### config.mk
export PLATFORM = sky130hd
export DESIGN_NAME = acc_share_arbiter
export DESIGN_NICKNAME = d
export VERILOG_FILES = /design/src/rtl/acc_pkg.sv /design/src/rtl/acc_tag_fifo.sv /design/src/rtl/acc_share_arbiter.sv
export SDC_FILE = /design/constraint.sdc
export NUM_CORES = 1
export LEC_CHECK = 0
export ABC_AREA = 1
export BUFFER_PORTS_ARGS = -buffer_cell sky130_fd_sc_hd__buf_2
export CORE_AREA = 2 2 197 199
export CTS_BUF_LIST = sky130_fd_sc_hd__clkbuf_2
export CTS_CLUSTER_DIAMETER = 80
export DETAILED_ROUTE_END_ITERATION = 8
export DIE_AREA = 0 0 199 201
export SLEW_MARGIN = 20
export SYNTH_ARGS = -nofsm -noshare
export SYNTH_HDL_FRONTEND = slang
export SYNTH_SLANG_ARGS = --single-unit
### constraint.sdc
create_clock -name clk -period 4.2 [get_ports clk]
set_input_delay 0.84 -clock clk [delete_from_list [all_inputs] [get_ports clk]]
set_output_delay 0.84 -clock clk [all_outputs]
set_load 0.01 [all_outputs]
### src/rtl/acc_pkg.sv
// acc_pkg: shared FSM state, tag FIFO entry type and round-robin pick for acc_share_arbiter
//   MAX_REQ / IDX_W : widest supported requester count and its index width
//   arb_state_t     : feed FSM states
//   tag_entry_t     : owner index plus output beat count of one in-flight job
//   rr_pick         : first valid index at or after ptr, wrapping within n requesters
package acc_pkg;
  localparam int MAX_REQ = 8;
  localparam int IDX_W = $clog2(MAX_REQ);
  typedef enum logic {S_IDLE, S_FEED} arb_state_t;
  typedef struct packed {
    logic [IDX_W-1:0] req_idx;
    logic [15:0]      dratio;
  } tag_entry_t;
  function automatic logic [IDX_W-1:0] rr_pick(input logic [MAX_REQ-1:0] valid, input logic [IDX_W-1:0] ptr, input int n);
    logic [IDX_W-1:0] r;
    int j;
    r = ptr;
    // scanning from the far end lets the nearest valid index after ptr win
    for (int i = MAX_REQ - 1; i >= 0; i--) begin
      j = (int'(ptr) + i) % n;
      if (i < n && valid[j[IDX_W-1:0]]) r = j[IDX_W-1:0];
    end
    return r;
  endfunction
endpackage

### src/rtl/acc_tag_fifo.sv
// acc_tag_fifo: in-order FIFO of job ownership tags
//   clk, rst_n (sync, active-low); push/din write, pop retires head;
//   head is the oldest entry, full/empty reflect the current count
module acc_tag_fifo import acc_pkg::*; #(
  parameter int DEPTH = 4
) (
  input  logic       clk,
  input  logic       rst_n,
  input  logic       push,
  input  tag_entry_t din,
  input  logic       pop,
  output tag_entry_t head,
  output logic       full,
  output logic       empty
);
  localparam int AW = $clog2(DEPTH);
  tag_entry_t mem [DEPTH];
  logic [AW-1:0] wr, rd;
  logic [AW:0] cnt;
  logic do_push, do_pop;
  always_comb begin
    full = cnt == (AW+1)'(DEPTH);
    empty = cnt == '0;
    do_push = push & !full;
    do_pop = pop & !empty;
    head = mem[rd];
  end
  always_ff @(posedge clk)
    if (do_push) mem[wr] <= din;
  always_ff @(posedge clk)
    if (!rst_n) begin
      wr <= '0;
      rd <= '0;
      cnt <= '0;
    end else begin
      wr <= do_push ? wr + AW'(1) : wr;
      rd <= do_pop ? rd + AW'(1) : rd;
      cnt <= cnt + (AW+1)'(do_push) - (AW+1)'(do_pop);
    end
endmodule

### src/rtl/acc_share_arbiter.sv
// acc_share_arbiter: round-robin sharing of one accelerator between NUM_REQ streams
//   clk, rst_n (sync, active-low); ser_ratio/deser_ratio beats per job, sampled at grant
//   req_*  : requester input beats       acc_in_*  : beats to the accelerator
//   acc_out_* : accelerator results      rsp_*     : results routed to the owning requester
//   busy : feeding or jobs in flight     err_orphan : sticky, result seen with no job in flight
//   ACC_ARB_PERF_CNT_EN adds job_done_cnt (per-requester completed jobs) and stall_cnt
//   (cycles a request waits on a full tag FIFO)
module acc_share_arbiter import acc_pkg::*; #(
  parameter int NUM_REQ   = 4,
  parameter int DATA_W    = 64,
  parameter int TAG_DEPTH = 4
) (
  input  logic                      clk,
  input  logic                      rst_n,
`ifdef ACC_ARB_PERF_CNT_EN
  output logic [NUM_REQ*32-1:0]     job_done_cnt,
  output logic [31:0]               stall_cnt,
`endif
  input  logic [15:0]               ser_ratio,
  input  logic [15:0]               deser_ratio,
  input  logic [NUM_REQ-1:0]        req_valid,
  input  logic [NUM_REQ*DATA_W-1:0] req_data,
  output logic [NUM_REQ-1:0]        req_ready,
  output logic                      acc_in_valid,
  output logic [DATA_W-1:0]         acc_in_data,
  input  logic                      acc_in_ready,
  input  logic                      acc_out_valid,
  input  logic [DATA_W-1:0]         acc_out_data,
  output logic                      acc_out_ready,
  output logic [NUM_REQ-1:0]        rsp_valid,
  output logic [DATA_W-1:0]         rsp_data,
  input  logic [NUM_REQ-1:0]        rsp_ready,
  output logic                      busy,
  output logic                      err_orphan
);
  localparam int GW = $clog2(NUM_REQ);
  arb_state_t state;
  logic [GW-1:0] grant, rr_ptr, pick, head_idx;
  logic [15:0] ser_l, in_cnt, out_cnt, ser_eff, deser_eff;
  tag_entry_t head, push_entry;
  logic full, empty, feed, start, in_hs, out_hs, last_in, pop;
  always_comb begin
    ser_eff = ser_ratio == '0 ? 16'd1 : ser_ratio;
    deser_eff = deser_ratio == '0 ? 16'd1 : deser_ratio;
    feed = state == S_FEED;
    start = !feed && |req_valid && !full;
    pick = GW'(rr_pick(MAX_REQ'(req_valid), IDX_W'(rr_ptr), NUM_REQ));
    push_entry = '{req_idx: IDX_W'(pick), dratio: deser_eff};
    acc_in_valid = feed & req_valid[grant];
    acc_in_data = feed ? req_data[grant*DATA_W +: DATA_W] : '0;
    req_ready = feed ? NUM_REQ'(acc_in_ready) << grant : '0;
    in_hs = acc_in_valid & acc_in_ready;
    last_in = in_cnt == ser_l - 16'd1;
    head_idx = head.req_idx[GW-1:0];
    rsp_valid = empty ? '0 : NUM_REQ'(acc_out_valid) << head_idx;
    rsp_data = empty ? '0 : acc_out_data;
    acc_out_ready = !empty & rsp_ready[head_idx];
    out_hs = acc_out_valid & acc_out_ready;
    pop = out_hs && out_cnt == head.dratio - 16'd1;
    busy = feed | !empty;
  end
  // full is the pre-pop count, so a pop in the same cycle never makes room for a push
  acc_tag_fifo #(.DEPTH(TAG_DEPTH)) u_tags (
    .clk(clk), .rst_n(rst_n), .push(start), .din(push_entry),
    .pop(pop), .head(head), .full(full), .empty(empty)
  );
  always_ff @(posedge clk)
    if (!rst_n) begin
      state <= S_IDLE;
      grant <= '0;
      rr_ptr <= '0;
      ser_l <= '0;
      in_cnt <= '0;
      out_cnt <= '0;
      err_orphan <= 1'b0;
    end else begin
      if (start) begin
        state <= S_FEED;
        grant <= pick;
        ser_l <= ser_eff;
        rr_ptr <= pick == GW'(NUM_REQ - 1) ? '0 : pick + GW'(1);
      end else if (in_hs) begin
        state <= last_in ? S_IDLE : S_FEED;
        in_cnt <= last_in ? '0 : in_cnt + 16'd1;
      end
      if (out_hs) out_cnt <= pop ? '0 : out_cnt + 16'd1;
      err_orphan <= err_orphan | (empty & acc_out_valid);
    end
`ifdef ACC_ARB_PERF_CNT_EN
  always_ff @(posedge clk)
    if (!rst_n) begin
      job_done_cnt <= '0;
      stall_cnt <= '0;
    end else begin
      if (pop) job_done_cnt[head_idx*32 +: 32] <= job_done_cnt[head_idx*32 +: 32] + 32'd1;
      if (!feed && |req_valid && full) stall_cnt <= stall_cnt + 32'd1;
    end
`endif
endmodule

==> results.json <==
{
  "outcome": "completed",
  "r2r_slack_ns": 0.49,
  "cts_max_level": 4,
  "design_power_total_w": 0.006281,
  "viasPerCell": 4.712,
  "cp_slowest_cell": "inv_4",
  "clock_skew_ns": 0.03914,
  "routed_wl_um": 42640,
  "multi_input_area_um2": 5453,
  "cp.arrival_ns": 3.03,
  "fmax_ghz": 0.2583,
  "wl_per_cell_um": 17.11,
  "hold_buffers": 0,
  "vias": 11740,
  "synth_area_um2": 9988,
  "port_buffers": 503,
  "whs_path_depth": 1,
  "area_growth_pct": 31.75,
  "core_area_um2": 38110,
  "final_cells": 2492,
  "place_inst": 2451,
  "critPathKind": "reg -> out",
  "rows": 72,
  "cellLeakagePower_nw": 6.515,
  "setup_viol": 0,
  "insertion_delay_ns": 0.75,
  "drive_above_1_share_pct": 32.11,
  "slowest_delay_ns": 0.59,
  "tightest_slew_ns": 0.9765,
  "crit_fanout": 79,
  "cts_root_buf": "clkbuf_2",
  "antenna_found_initial": 9,
  "ios": 504,
  "layout.nets": 2328,
  "cts_resized": 0,
  "fin_setup_tns_ns": 0,
  "cts_tree": "built",
  "clock_sinks": 135,
  "first_pass_iters": 6,
  "fin_crit_sh_pct": 92.18,
  "slew_headroom_pct": 34.49,
  "cts_made_buffers": 17,
  "final_util_pct": 34.54,
  "worst_setup_path_start_kind": "register",
  "start_util_pct": 26.21,
  "vdd_drop_max_mv": 0.2124,
  "ys_warn_count": 0,
  "cts_setup_buffers": 0,
  "hold_start": "deser_ratio[2]",
  "ant_nets": 0,
  "fin_crit_ns": 3.871,
  "clockBufferDepth": 2,
  "yosysUniqueCellTypes": 49,
  "crit_chain": "inv_4, buf_4, nor2_1, o32ai_1, buf_2",
  "syn_inst": 1501,
  "grt_pass1_wl_um": 63990,
  "rsz0062_at_grt": "no",
  "grt_use_total_pct": 20.90,
  "r2r_cells": 19,
  "drc": 0,
  "endpoint_kind": "primary output",
  "gp_congestion": 0.9898,
  "clk_pin_slew_worst_paths_ns": 0.24,
  "grt_overflow": 0,
  "synth.net_count": 1877,
  "drt_iter0_markers": 800,
  "slew_violations": 0,
  "n_fill_cell": 4150,
  "register_area_um2": 3427,
  "avgSynthCellArea_um2": 6.654,
  "r2r-end": "u_tags.cnt[2]$_SDFF_PN0_",
  "finalHoldViolations": 0,
  "crit_start": "grant[0]$_SDFFE_PN0P_",
  "ys_ff_latch": 135,
  "dp_hpwl_um": 34520,
  "power_density_nw_per_um2": 477.2,
  "hold_path_end": "u_tags.mem[1][2]$_DFFE_PP_",
  "cp.required_ns": 3.36,
  "holdCritPathClass": "in -> reg",
  "grt_max_degree": 80,
  "yosysSeqAreaShare_pct": 34.27,
  "grt_pass1_vias": 11270,
  "drv_cap": 0,
  "dieHeight_um": 201,
  "dieArea_um2": 40000,
  "die_x_um": 199
}
[worst max-delay path by stage]
stage / to / slack [ns] / cells after the start
4_1_cts: acc_in_data[23] / 0.26 / 5
6_report: acc_in_data[23] / 0.33 / 5
3_5_place_dp: u_tags.cnt[2]$_SDFF_PN0_ / 0.57 / 19
2_1_floorplan: u_tags.cnt[2]$_SDFF_PN0_ / 1.20 / 20
3_3_place_gp: u_tags.cnt[2]$_SDFF_PN0_ / 0.61 / 19
5_1_grt: u_tags.cnt[2]$_SDFF_PN0_ / 0.04 / 19
[routing by layer]
| metal | vias to the layer above | track usage [%] | wire length [um] |
|---|---|---|---|
| met3 | 54 | 4.133 | 2937 |
| met5 | - | 0 | 30 |
| met1 | 5417 | 25.73 | 18050 |
| met4 | 4 | 5.730 | 960 |
| li1 | 5772 | - | - |
| met2 | 495 | 36.81 | 20660 |
[power breakdown]
group          internal (W)  switching, W  leakage, nW
Combinational       0.00124       0.00238         5.19
Sequential          0.00166      0.000151         1.18
Clock              0.000294      0.000553        0.148
[final cells by class]
type / instances / area share, %
Inverter: 185 / 5.353
Timing Repair Buffer: 521 / 20.16
Sequential cell: 135 / 26.04
Antenna cell: 9 / 0.1711
Tap cell: 518 / 4.925
Multi-Input combinational cell: 1092 / 41.43
Clock inverter: 14 / 1.236
Clock buffer: 18 / 0.6845
[metrics by stage]
stage | instance area (um2) | setup slack, ns | hold WS (ns)
2_1_floorplan | 9988 | 1.205 | 0.4569
3_3_place_gp | 12880 | 0.6098 | 0.4524
3_5_place_dp | 12880 | 0.5690 | 0.4711
4_1_cts | 13140 | 0.2565 | 0.2498
5_1_grt | 13150 | 0.04438 | 0.2280
6_report | 13160 | 0.3286 | 0.3071
[synthesized netlist by cell type (all sizes together)]
cell / count / area share, %
nor3b: 3 / 0.33
o211a: 1 / 0.10
o21bai: 1 / 0.075
a211oi: 8 / 0.60
a21oi: 61 / 3.1
a41o: 1 / 0.10
inv: 184 / 7.0
nor4: 11 / 0.69
fa: 1 / 0.20
ha: 11 / 1.4
nor2: 389 / 15
or2: 3 / 0.19
a21o: 1 / 0.075
a221oi: 1 / 0.088
xor2: 32 / 2.8
o211ai: 1 / 0.13
nand3b: 1 / 0.075
xnor2: 8 / 0.70
and3: 1 / 0.063
a31o: 2 / 0.18
o32ai: 37 / 3.2
a21boi: 1 / 0.19
nand4: 20 / 1.3
dfxtp: 63 / 13
clkbuf: 69 / 2.6
o22ai: 1 / 0.063
nand2: 256 / 10
nor3: 20 / 1.2
buf: 20 / 1.6
clkinv: 1 / 0.038
edfxtp: 72 / 22
o21ai: 123 / 6.2
xnor3: 1 / 0.23
nand3: 96 / 5.5
[registers in the layout, indices dropped and copies added, names as in the netlist, named ones only]
| name | flops |
|---|---|
| ser_l | 16 |
| u_tags.rd | 2 |
| u_tags.cnt | 3 |
| err_orphan | 1 |
| rr_ptr | 2 |
| out_cnt | 16 |
| u_tags.mem | 72 |
| u_tags.wr | 2 |
| in_cnt | 16 |
| grant | 2 |
| feed | 1 |
[critical path, delay by kind of cell, from the launching register on]
kind                   cells  cell delay, ns
AO/OA/AOI/OAI              1            0.35
AND/OR/NAND/NOR            1            0.09
flip-flops                 1            0.46
buffers and inverters      3            1.36
[layout by cell type (no fill, tap or decap), types with 3 or more instances in the layout]
master / netlist / layout
a211oi_1: 8 / 8
a21oi_1: 61 / 61
buf_2: 5 / 503
buf_4: 0 / 18
clkbuf_2: 0 / 18
clkinv_1: 1 / 3
dfxtp_1: 63 / 62
diode_2: 0 / 9
edfxtp_1: 72 / 72
ha_1: 11 / 11
inv_1: 173 / 172
inv_2: 9 / 8
inv_6: 1 / 7
nand2_1: 231 / 231
nand2_2: 20 / 20
nand2_4: 5 / 5
nand3_1: 86 / 86
nand3_2: 8 / 8
nand4_1: 20 / 20
nor2_1: 372 / 371
nor2_2: 10 / 11
nor2_4: 7 / 7
nor3_1: 16 / 15
nor3_2: 4 / 5
nor4_1: 11 / 11
o21ai_0: 120 / 120
o21ai_1: 3 / 3
o32ai_1: 37 / 37
or2_2: 3 / 3
xnor2_1: 8 / 8
xor2_1: 32 / 32
[cells by family after synthesis]
kind of cell	share of synthesized area (%)
buffers and inverters	11.21
AND/OR/NAND/NOR	35.15
adder cells (fa/ha/maj)	1.578
flip-flops	34.27
AO/OA/AOI/OAI	14.06
XOR/XNOR	3.733
Note: power is estimated with default switching activity, not from simulation.
